===== config.mk =====
export PLATFORM = sky130hd
export DESIGN_NAME = conv_4_mac_pipe_dsp
export DESIGN_NICKNAME = d
export VERILOG_FILES = /design/src/rtl/conv_4_mac_pipe_dsp.sv
export SDC_FILE = /design/constraint.sdc
export NUM_CORES = 1
export LEC_CHECK = 0
export ABC_AREA = 1
export BUFFER_PORTS_ARGS = -buffer_cell sky130_fd_sc_hd__buf_4
export CAP_MARGIN = 20
export CELL_PAD_IN_SITES_DETAIL_PLACEMENT = 0
export CELL_PAD_IN_SITES_GLOBAL_PLACEMENT = 1
export CORE_ASPECT_RATIO = 0.6
export CORE_MARGIN = 10
export CORE_UTILIZATION = 47
export CTS_CLUSTER_SIZE = 14
export DETAILED_ROUTE_END_ITERATION = 10
export PLACE_DENSITY_LB_ADDON = 0.25
export SLEW_MARGIN = 20
export SYNTH_ARGS = -nofsm -noshare
export SYNTH_HDL_FRONTEND = slang
export SYNTH_SLANG_ARGS = --single-unit

===== constraint.sdc =====
create_clock -name ap_clk -period 3.2 [get_ports ap_clk]
set_input_delay 0.64 -clock ap_clk [delete_from_list [all_inputs] [get_ports ap_clk]]
set_output_delay 0.64 -clock ap_clk [all_outputs]
set_load 0.01 [all_outputs]

===== src/rtl/conv_4_mac_pipe_dsp.sv =====
// ============================================================================
//  Module   : conv_4_mac_pipe_dsp
//  Purpose  : Pipelined signed MAC with a saturating, group-framed accumulator
//             and valid/ready handshakes on both sides.
//  Revision : 1.0  initial release
// ============================================================================
`default_nettype none

module conv_4_mac_pipe_dsp #(
    parameter int A_WIDTH   = 16,
    parameter int B_WIDTH   = 8,
    parameter int ACC_WIDTH = 32,
    parameter int NUM_STAGE = 3,
    parameter bit SATURATE  = 1'b1
) (
    input  logic                        ap_clk,
    input  logic                        ap_rst_n,
    input  logic                        in_valid,
    output logic                        in_ready,
    input  logic signed [A_WIDTH-1:0]   din0,
    input  logic signed [B_WIDTH-1:0]   din1,
    input  logic                        in_first,
    input  logic                        in_last,
    output logic                        out_valid,
    input  logic                        out_ready,
    output logic signed [ACC_WIDTH-1:0] dout,
    output logic                        out_ovf
);

    localparam logic signed [ACC_WIDTH-1:0] c_acc_max = {1'b0, {(ACC_WIDTH-1){1'b1}}};
    localparam logic signed [ACC_WIDTH-1:0] c_acc_min = {1'b1, {(ACC_WIDTH-1){1'b0}}};

    logic                        w_en;
    logic                        w_accept;
    logic                        w_fire;
    logic signed [ACC_WIDTH-1:0] w_a;
    logic signed [ACC_WIDTH-1:0] w_b;
    logic signed [ACC_WIDTH-1:0] w_prod;
    logic signed [ACC_WIDTH-1:0] w_base;
    logic signed [ACC_WIDTH:0]   w_sum;
    logic                        w_ovf;

    logic [NUM_STAGE-1:0]        stg_v_q;
    logic [NUM_STAGE-1:0]        stg_f_q;
    logic [NUM_STAGE-1:0]        stg_l_q;
    logic signed [ACC_WIDTH-1:0] stg_p_q [NUM_STAGE];

    logic signed [ACC_WIDTH-1:0] acc_q;
    logic signed [ACC_WIDTH-1:0] acc_d;
    logic                        sticky_q;
    logic                        sticky_d;

    logic                        res_v_q;
    logic signed [ACC_WIDTH-1:0] res_q;
    logic                        res_ovf_q;

    logic                        out_valid_q;
    logic signed [ACC_WIDTH-1:0] dout_q;
    logic                        out_ovf_q;

    // A pending, unaccepted result freezes every stage of the engine.
    assign w_en     = !out_valid_q || out_ready;
    assign in_ready = w_en;
    assign w_accept = in_valid && w_en;
    assign w_fire   = w_en && stg_v_q[NUM_STAGE-1];

    // Operands are widened first so the product is exact at ACC_WIDTH bits.
    assign w_a    = ACC_WIDTH'(din0);
    assign w_b    = ACC_WIDTH'(din1);
    assign w_prod = w_a * w_b;

    always_ff @(posedge ap_clk or negedge ap_rst_n) begin
        if (!ap_rst_n) begin
            stg_v_q <= '0;
            stg_f_q <= '0;
            stg_l_q <= '0;
            for (int i = 0; i < NUM_STAGE; i++) begin
                stg_p_q[i] <= '0;
            end
        end else if (w_en) begin
            stg_v_q[0] <= w_accept;
            stg_f_q[0] <= in_first;
            stg_l_q[0] <= in_last;
            stg_p_q[0] <= w_prod;
            for (int i = 1; i < NUM_STAGE; i++) begin
                stg_v_q[i] <= stg_v_q[i-1];
                stg_f_q[i] <= stg_f_q[i-1];
                stg_l_q[i] <= stg_l_q[i-1];
                stg_p_q[i] <= stg_p_q[i-1];
            end
        end
    end

    // One extra bit of headroom exposes overflow as a sign-bit disagreement.
    always_comb begin
        w_base   = stg_f_q[NUM_STAGE-1] ? '0 : acc_q;
        w_sum    = (ACC_WIDTH+1)'(w_base) + (ACC_WIDTH+1)'(stg_p_q[NUM_STAGE-1]);
        w_ovf    = w_sum[ACC_WIDTH] ^ w_sum[ACC_WIDTH-1];
        acc_d    = w_sum[ACC_WIDTH-1:0];
        if (SATURATE && w_ovf) begin
            acc_d = w_sum[ACC_WIDTH] ? c_acc_min : c_acc_max;
        end
        sticky_d = (stg_f_q[NUM_STAGE-1] ? 1'b0 : sticky_q) | w_ovf;
    end

    always_ff @(posedge ap_clk or negedge ap_rst_n) begin
        if (!ap_rst_n) begin
            acc_q    <= '0;
            sticky_q <= 1'b0;
        end else if (w_fire) begin
            acc_q    <= acc_d;
            sticky_q <= sticky_d;
        end
    end

    always_ff @(posedge ap_clk or negedge ap_rst_n) begin
        if (!ap_rst_n) begin
            res_v_q   <= 1'b0;
            res_q     <= '0;
            res_ovf_q <= 1'b0;
        end else if (w_en) begin
            res_v_q <= w_fire && stg_l_q[NUM_STAGE-1];
            if (w_fire && stg_l_q[NUM_STAGE-1]) begin
                res_q     <= acc_d;
                res_ovf_q <= sticky_d;
            end
        end
    end

    // Output register: loading a new result while the old one is taken keeps full rate.
    always_ff @(posedge ap_clk or negedge ap_rst_n) begin
        if (!ap_rst_n) begin
            out_valid_q <= 1'b0;
            dout_q      <= '0;
            out_ovf_q   <= 1'b0;
        end else if (w_en) begin
            out_valid_q <= res_v_q;
            if (res_v_q) begin
                dout_q    <= res_q;
                out_ovf_q <= res_ovf_q;
            end
        end
    end

    assign out_valid = out_valid_q;
    assign dout      = dout_q;
    assign out_ovf   = out_ovf_q;

endmodule

`default_nettype wire


Word-level counts from Yosys, hierarchy flattened:

Index checks and enable logic that the tools add are counted.

* bits in registers: 206
* input port bits: 30
* output and inout port bits: 35
* word-level logic and storage cells: 29

* $add $sub $neg: 1
* multipliers: 1
* mux-type cells: 4
* bitwise operators: 2
* reduce and logical (&&, ||, !) cells: 7

Operators with widths (number)
* two-way mux 32 bit: 3
* adder 32 x 32 -> 33 bit: 1
* multiplier 16 x 8 -> 24 bit: 1
* AND reduction 2 bit: 2
* logical AND 1 bit: 3
* logical NOT 1 bit: 1
* logical OR 1 bit: 1
* two-way mux 1 bit: 1
* bitwise OR 1 bit: 1
* bitwise XOR 1 bit: 1

Depth between registers and ports, before layout:

* word-level depth: 5
* gate-level depth with buffers: 24
* gate-level depth less buffers: 22

Worst setup path before layout:

OpenSTA, ideal clock, no wires.

* path type: input to register
* start: in din1[5]
* end: reg stg_p_q[78] (netlist name)
* library setup time: 0.118 ns
* arrival time: 4.904 ns
* required time: 3.082 ns
* path slack: -1.822 ns
* stages on the path: 22
* buffers on the path: 2
* cell sequence: clkbuf_1 clkbuf_1 nand2_1 fa_1 fa_1 inv_1 fa_1 inv_1 fa_1 inv_1 ha_1 a21oi_1 o21ai_0 nand2_1 nand2_1 nand3_1 nand3_1 inv_1 o21ai_0 or2_2 nand3_1 nand2_1

* word-level cells in the longest chain between the ends: 1

Ends and longest elaborated chain
* start: declaration: RTL line 21 `input logic signed [B_WIDTH-1:0] din1,`
* multiplier 16 x 8 -> 24 bit: RTL line 70 `assign w_prod = w_a * w_b;`
* end signal: indexed assignment: RTL line 89 `stg_p_q[i] <= stg_p_q[i-1];`
* end: declaration: RTL line 46 `logic signed [ACC_WIDTH-1:0] stg_p_q [NUM_STAGE];`

Every way passes these cells.
A chain may end at the register's enable or synchronous reset.

Worst setup path after layout:

* start: in din1[7]
* end: reg stg_p_q[78] (netlist name)

Same word-level chain as after synthesis.

==> reports/metrics.csv <==
stage,metric,value,unit
logic_synthesis,XOR/XNOR Fraction of Synth Area,2.20,%
route,vias post-DR,11500,
critical_path,critical path depth,23,
critical_path,CP max FO,5,
finish,Final #Nets,2242,
power,Reg power frac,19.1,%
timing,RSZ-0062 raised after global routing,true,
logic_synthesis,main combinational cell family by area after synthesis,simple AND/OR/NAND/NOR gates,
logic_synthesis,Synth Area in Adders,21.3,%
clock_tree,# H-tree levels,4,
run,max_cap viols,0,
timing,Fmax achieved,244,MHz
clock_tree,clock transition at the registers of the reported paths,0.07,ns
die,Ports,65,
route,DR WL/cell,13.6,um
critical_path,Crit path max-delay family,adder cells,
timing,# setup viols final,18,
critical_path,reg-to-reg setup timing slack,0.23,ns
logic_synthesis,prevailing post-synth register cell,dfrtp_1,
clock_tree,clock latency at the later pin of the worst-skew pair,0.44,ns
route,DRC,0,
timing,"Hold Violations, Final",0,
power,leak pwr,9.54,nW
critical_path,CP endpoint kind,flip-flop,
grt,antenna violations before repair,0,
critical_path,Crit path top cell by count,fa_1,
logic_synthesis,number of synthesized register bits,182,
timing,Clock Skews,0.0111,ns
route,Iter 0 DRT Violations,737,
logic_synthesis,YS warnings,0,
placed_design,dpl cell area,0.0162,mm^2
critical_path,"critical path, cell by cell",buf_8 -> inv_6 -> buf_12 -> or2_4 -> fa_1 -> fa_1 -> inv_1 -> fa_1 -> inv_2 -> fa_1 -> inv_2 -> ha_4 -> a21oi_2 -> o21ai_2 -> nand2_1 -> nand2_2 -> nand3_2 -> nand3_4 -> inv_2 -> o21ai_2 -> or2_4 -> nand3_2 -> nand2_1,
logic_synthesis,synthesized cell area,0.0143,mm^2
critical_path,WP buf/inv,7,
critical_path,reg2reg path depth,14,
clock_tree,CTS Buffer Depth,2,
clock_tree,clk sink count,182,
route,DRT antenna net count,0,
logic_synthesis,Synth area leaders,"dfrtp_1 32%, nand2_1 15%, fa_1 15%",
logic_synthesis,synth cell count leaders,"576 x nand2_1, 403 x inv_1, 182 x dfrtp_1",
logic_synthesis,count of different cell masters after synthesis,40,
power,internal power,0.0110,W
grt,global-route wire length before repair,58300,um
logic_synthesis,"area leader, netlist",dfrtp_1,
timing,Slew Limit Fails,0,
die,starting density of the core,47.8,%
power,Total Power,0.0210,W
hold_path,Worst Hold Class,in -> async,
route,final WL,33400,um
grt,gr usage total,18.5,%
outcome,failing checks,negative setup slack,
logic_synthesis,most frequent cell after synthesis,nand2_1,
timing,max_slew headroom,44.7,%
die,die height,155,um
critical_path,critical path type,in -> reg,
placed_design,GPL Wtd Cong,0.896,
die,die width,245,um
logic_synthesis,Post-Syn Nets,2115,
placed_design,Place WS,-1.47,ns
logic_synthesis,number of enable flip-flop cells after synthesis,0,
route,Pre-antenna DRT Iters,7,
finish,# diodes,0,
placed_design,port bufs,64,
die,core area,0.0300,mm^2
logic_synthesis,post-synthesis instance total,1904,
finish,layout cells sized above 1,19.7,%
power,clock share of power,10.3,%
critical_path,"slowest stage delay, CP",0.49,ns
clock_tree,TritonCTS Buffers,17,
die,Rows,49,
critical_path,Worst path slowest cell,fa_1,
route,Vias/cell,4.70,
critical_path,CP startpoint kind,primary input,
timing,fin crit share,128,%
logic_synthesis,area fraction of the dominant cell type after synthesis,31.8,%
logic_synthesis,syn avg cell area,7.53,um^2
outcome,status,finished with violations,
logic_synthesis,"Seq/Total Area, Yosys",31.8,%
grt,largest net degree at the start of global routing,88,
grt,vias in the first global route,11600,
finish,area grow syn2layout,20.5,%
timing,setup slack after layout,-0.901,ns
power,Comb pwr share,70.6,%
power,Sw Share,47.5,%
timing,crit path time final,4.10,ns
placed_design,post-DP HPWL,26400,um
power,peak supply drop,543,uV
die,total die area,0.0381,mm^2
critical_path,CP Data Required Time,3.54,ns
clock_tree,cts hold-fix bufs,0,
power,sw power,0.00998,W
logic_synthesis,asr flop ratio synth,100,%
finish,"Design Area, Final",0.0173,mm^2
logic_synthesis,simple-gate share of the synthesized area,22.7,%
logic_synthesis,Compound-Gate Fraction of Synth Area,8.08,%
clock_tree,TritonCTS clock tree,yes,
timing,worst-margin pin slew,0.821,ns
logic_synthesis,multiplexer area fraction after synthesis,0.943,%
finish,final core occ,57.6,%
critical_path,CP arrival,4.44,ns
clock_tree,Root Buffer,clkbuf_16,
grt,gr ovfl total,0,
power,pwr/cell area,1220,mW/mm^2
flip-flops by register name (all words and copies together), names as in the netlist:
name,cells
stg_p_q,72
dout,32
stg_l_q,3
sticky_q,1
res_v_q,1
res_q,32
acc_q,32
res_ovf_q,1
out_valid,1
stg_f_q,3
out_ovf,1
stg_v_q,3
per-stage QoR:
stage | hold WS (ns) | instances | setup TNS [ns]
2_1_floorplan | 0.344 | 1904 | -16.78
3_3_place_gp | 0.461 | 2410 | -22.80
3_5_place_dp | 0.461 | 2410 | -23.77
4_1_cts | 0.286 | 2451 | -13.26
5_1_grt | 0.310 | 2452 | -16.29
6_report | 0.268 | 2452 | -13.45
logic make-up (layout without fill, tap and decap cells):
| family | after synthesis | in the layout |
|---|---|---|
| xor gates and xnor gates | 36 | 36 |
| adders and majority gates | 181 | 181 |
| DFF | 182 | 182 |
| and+or+nand+nor | 796 | 796 |
| muxes | 12 | 12 |
| AOI/OAI and AO/OA | 214 | 214 |
| buffers and inverters | 483 | 623 |
repair_timing:
action | 4_1_cts | 5_1_grt
cloned | 1 | 0
gates resized for setup | 61 | 34
pin swaps | 44 | 17
endpoints found under the setup margin | 19 | 83
endpoints found under the hold margin | 0 | 0
setup buffers | 8 | 1
power by group through the flow:
stage	sequential (W)	combinational [W]	clock [W]
2_1_floorplan	0.00399	0.00972	0
3_3_place_gp	0.00403	0.0138	0
3_5_place_dp	0.00405	0.0140	0
4_1_cts	0.00402	0.0147	0.00223
5_1_grt	0.00414	0.0168	0.00234
6_report	0.00401	0.0148	0.00217
per-layer routing:
metal | global-route usage (%) | up-vias | part of all wire (%)
met5 | 0 | - | 0
met4 | 2.49 | 0 | 0.55
met3 | 3.47 | 17 | 5.3
met2 | 26.2 | 178 | 40
met1 | 29.1 | 5399 | 54
li1 | - | 5926 | -
layout by cell type, fill, tap and decap left out, types with 3 or more instances in the layout:
cell type  count
o21ai_1       47
a21o_1         3
mux2_2        12
fa_2           7
a21oi_4        3
xnor2_1       13
clkbuf_16     17
nor3_1         8
inv_1        382
nand3_1       28
nand2_4        6
nor4_1         3
o21bai_1      15
nor2_2        10
a21oi_1       33
nand2_1      559
nor2_4         8
buf_6         12
bufinv_16      3
nand3b_1       6
or2_4          5
o21ai_0       86
xor2_1        21
nor2_1        97
a21oi_2       14
nand3_2       11
buf_4        160
fa_1          97
or2_2          4
dfrtp_1      181
o21ai_2        7
ha_4          20
clkinv_2       3
nand2_2       46
clkbuf_8       3
ha_1          55
buf_12         7
inv_2         24
final cells by class:
type | count | area (um^2)
Inverter | 408 | 1540
Timing Repair Buffer | 183 | 1550
Fill cell | 2875 | 12700
Tap cell | 408 | 510
Multi-Input combinational cell | 1239 | 8490
Clock inverter | 11 | 149
Sequential cell | 182 | 4560
Clock buffer | 21 | 460
final timing paths:
path | start | to
worst max register to register | stg_f_q[2]$_DFFE_PN0N_ | acc_q[27]$_DFFE_PN0P_
worst max-delay path | din1[7] | stg_p_q[78]$_DFFE_PN0N_
min in group ap_clk | in_first | stg_f_q[0]$_DFFE_PN0N_
worst min register to register | stg_p_q[34]$_DFFE_PN0N_ | stg_p_q[2]$_DFFE_PN0N_
max in group asynchronous | ap_rst_n | stg_p_q[9]$_DFFE_PN0N_
worst min-delay path | ap_rst_n | dout[5]$_DFFE_PN0P_
Note: power is estimated with default switching activity, not from simulation.
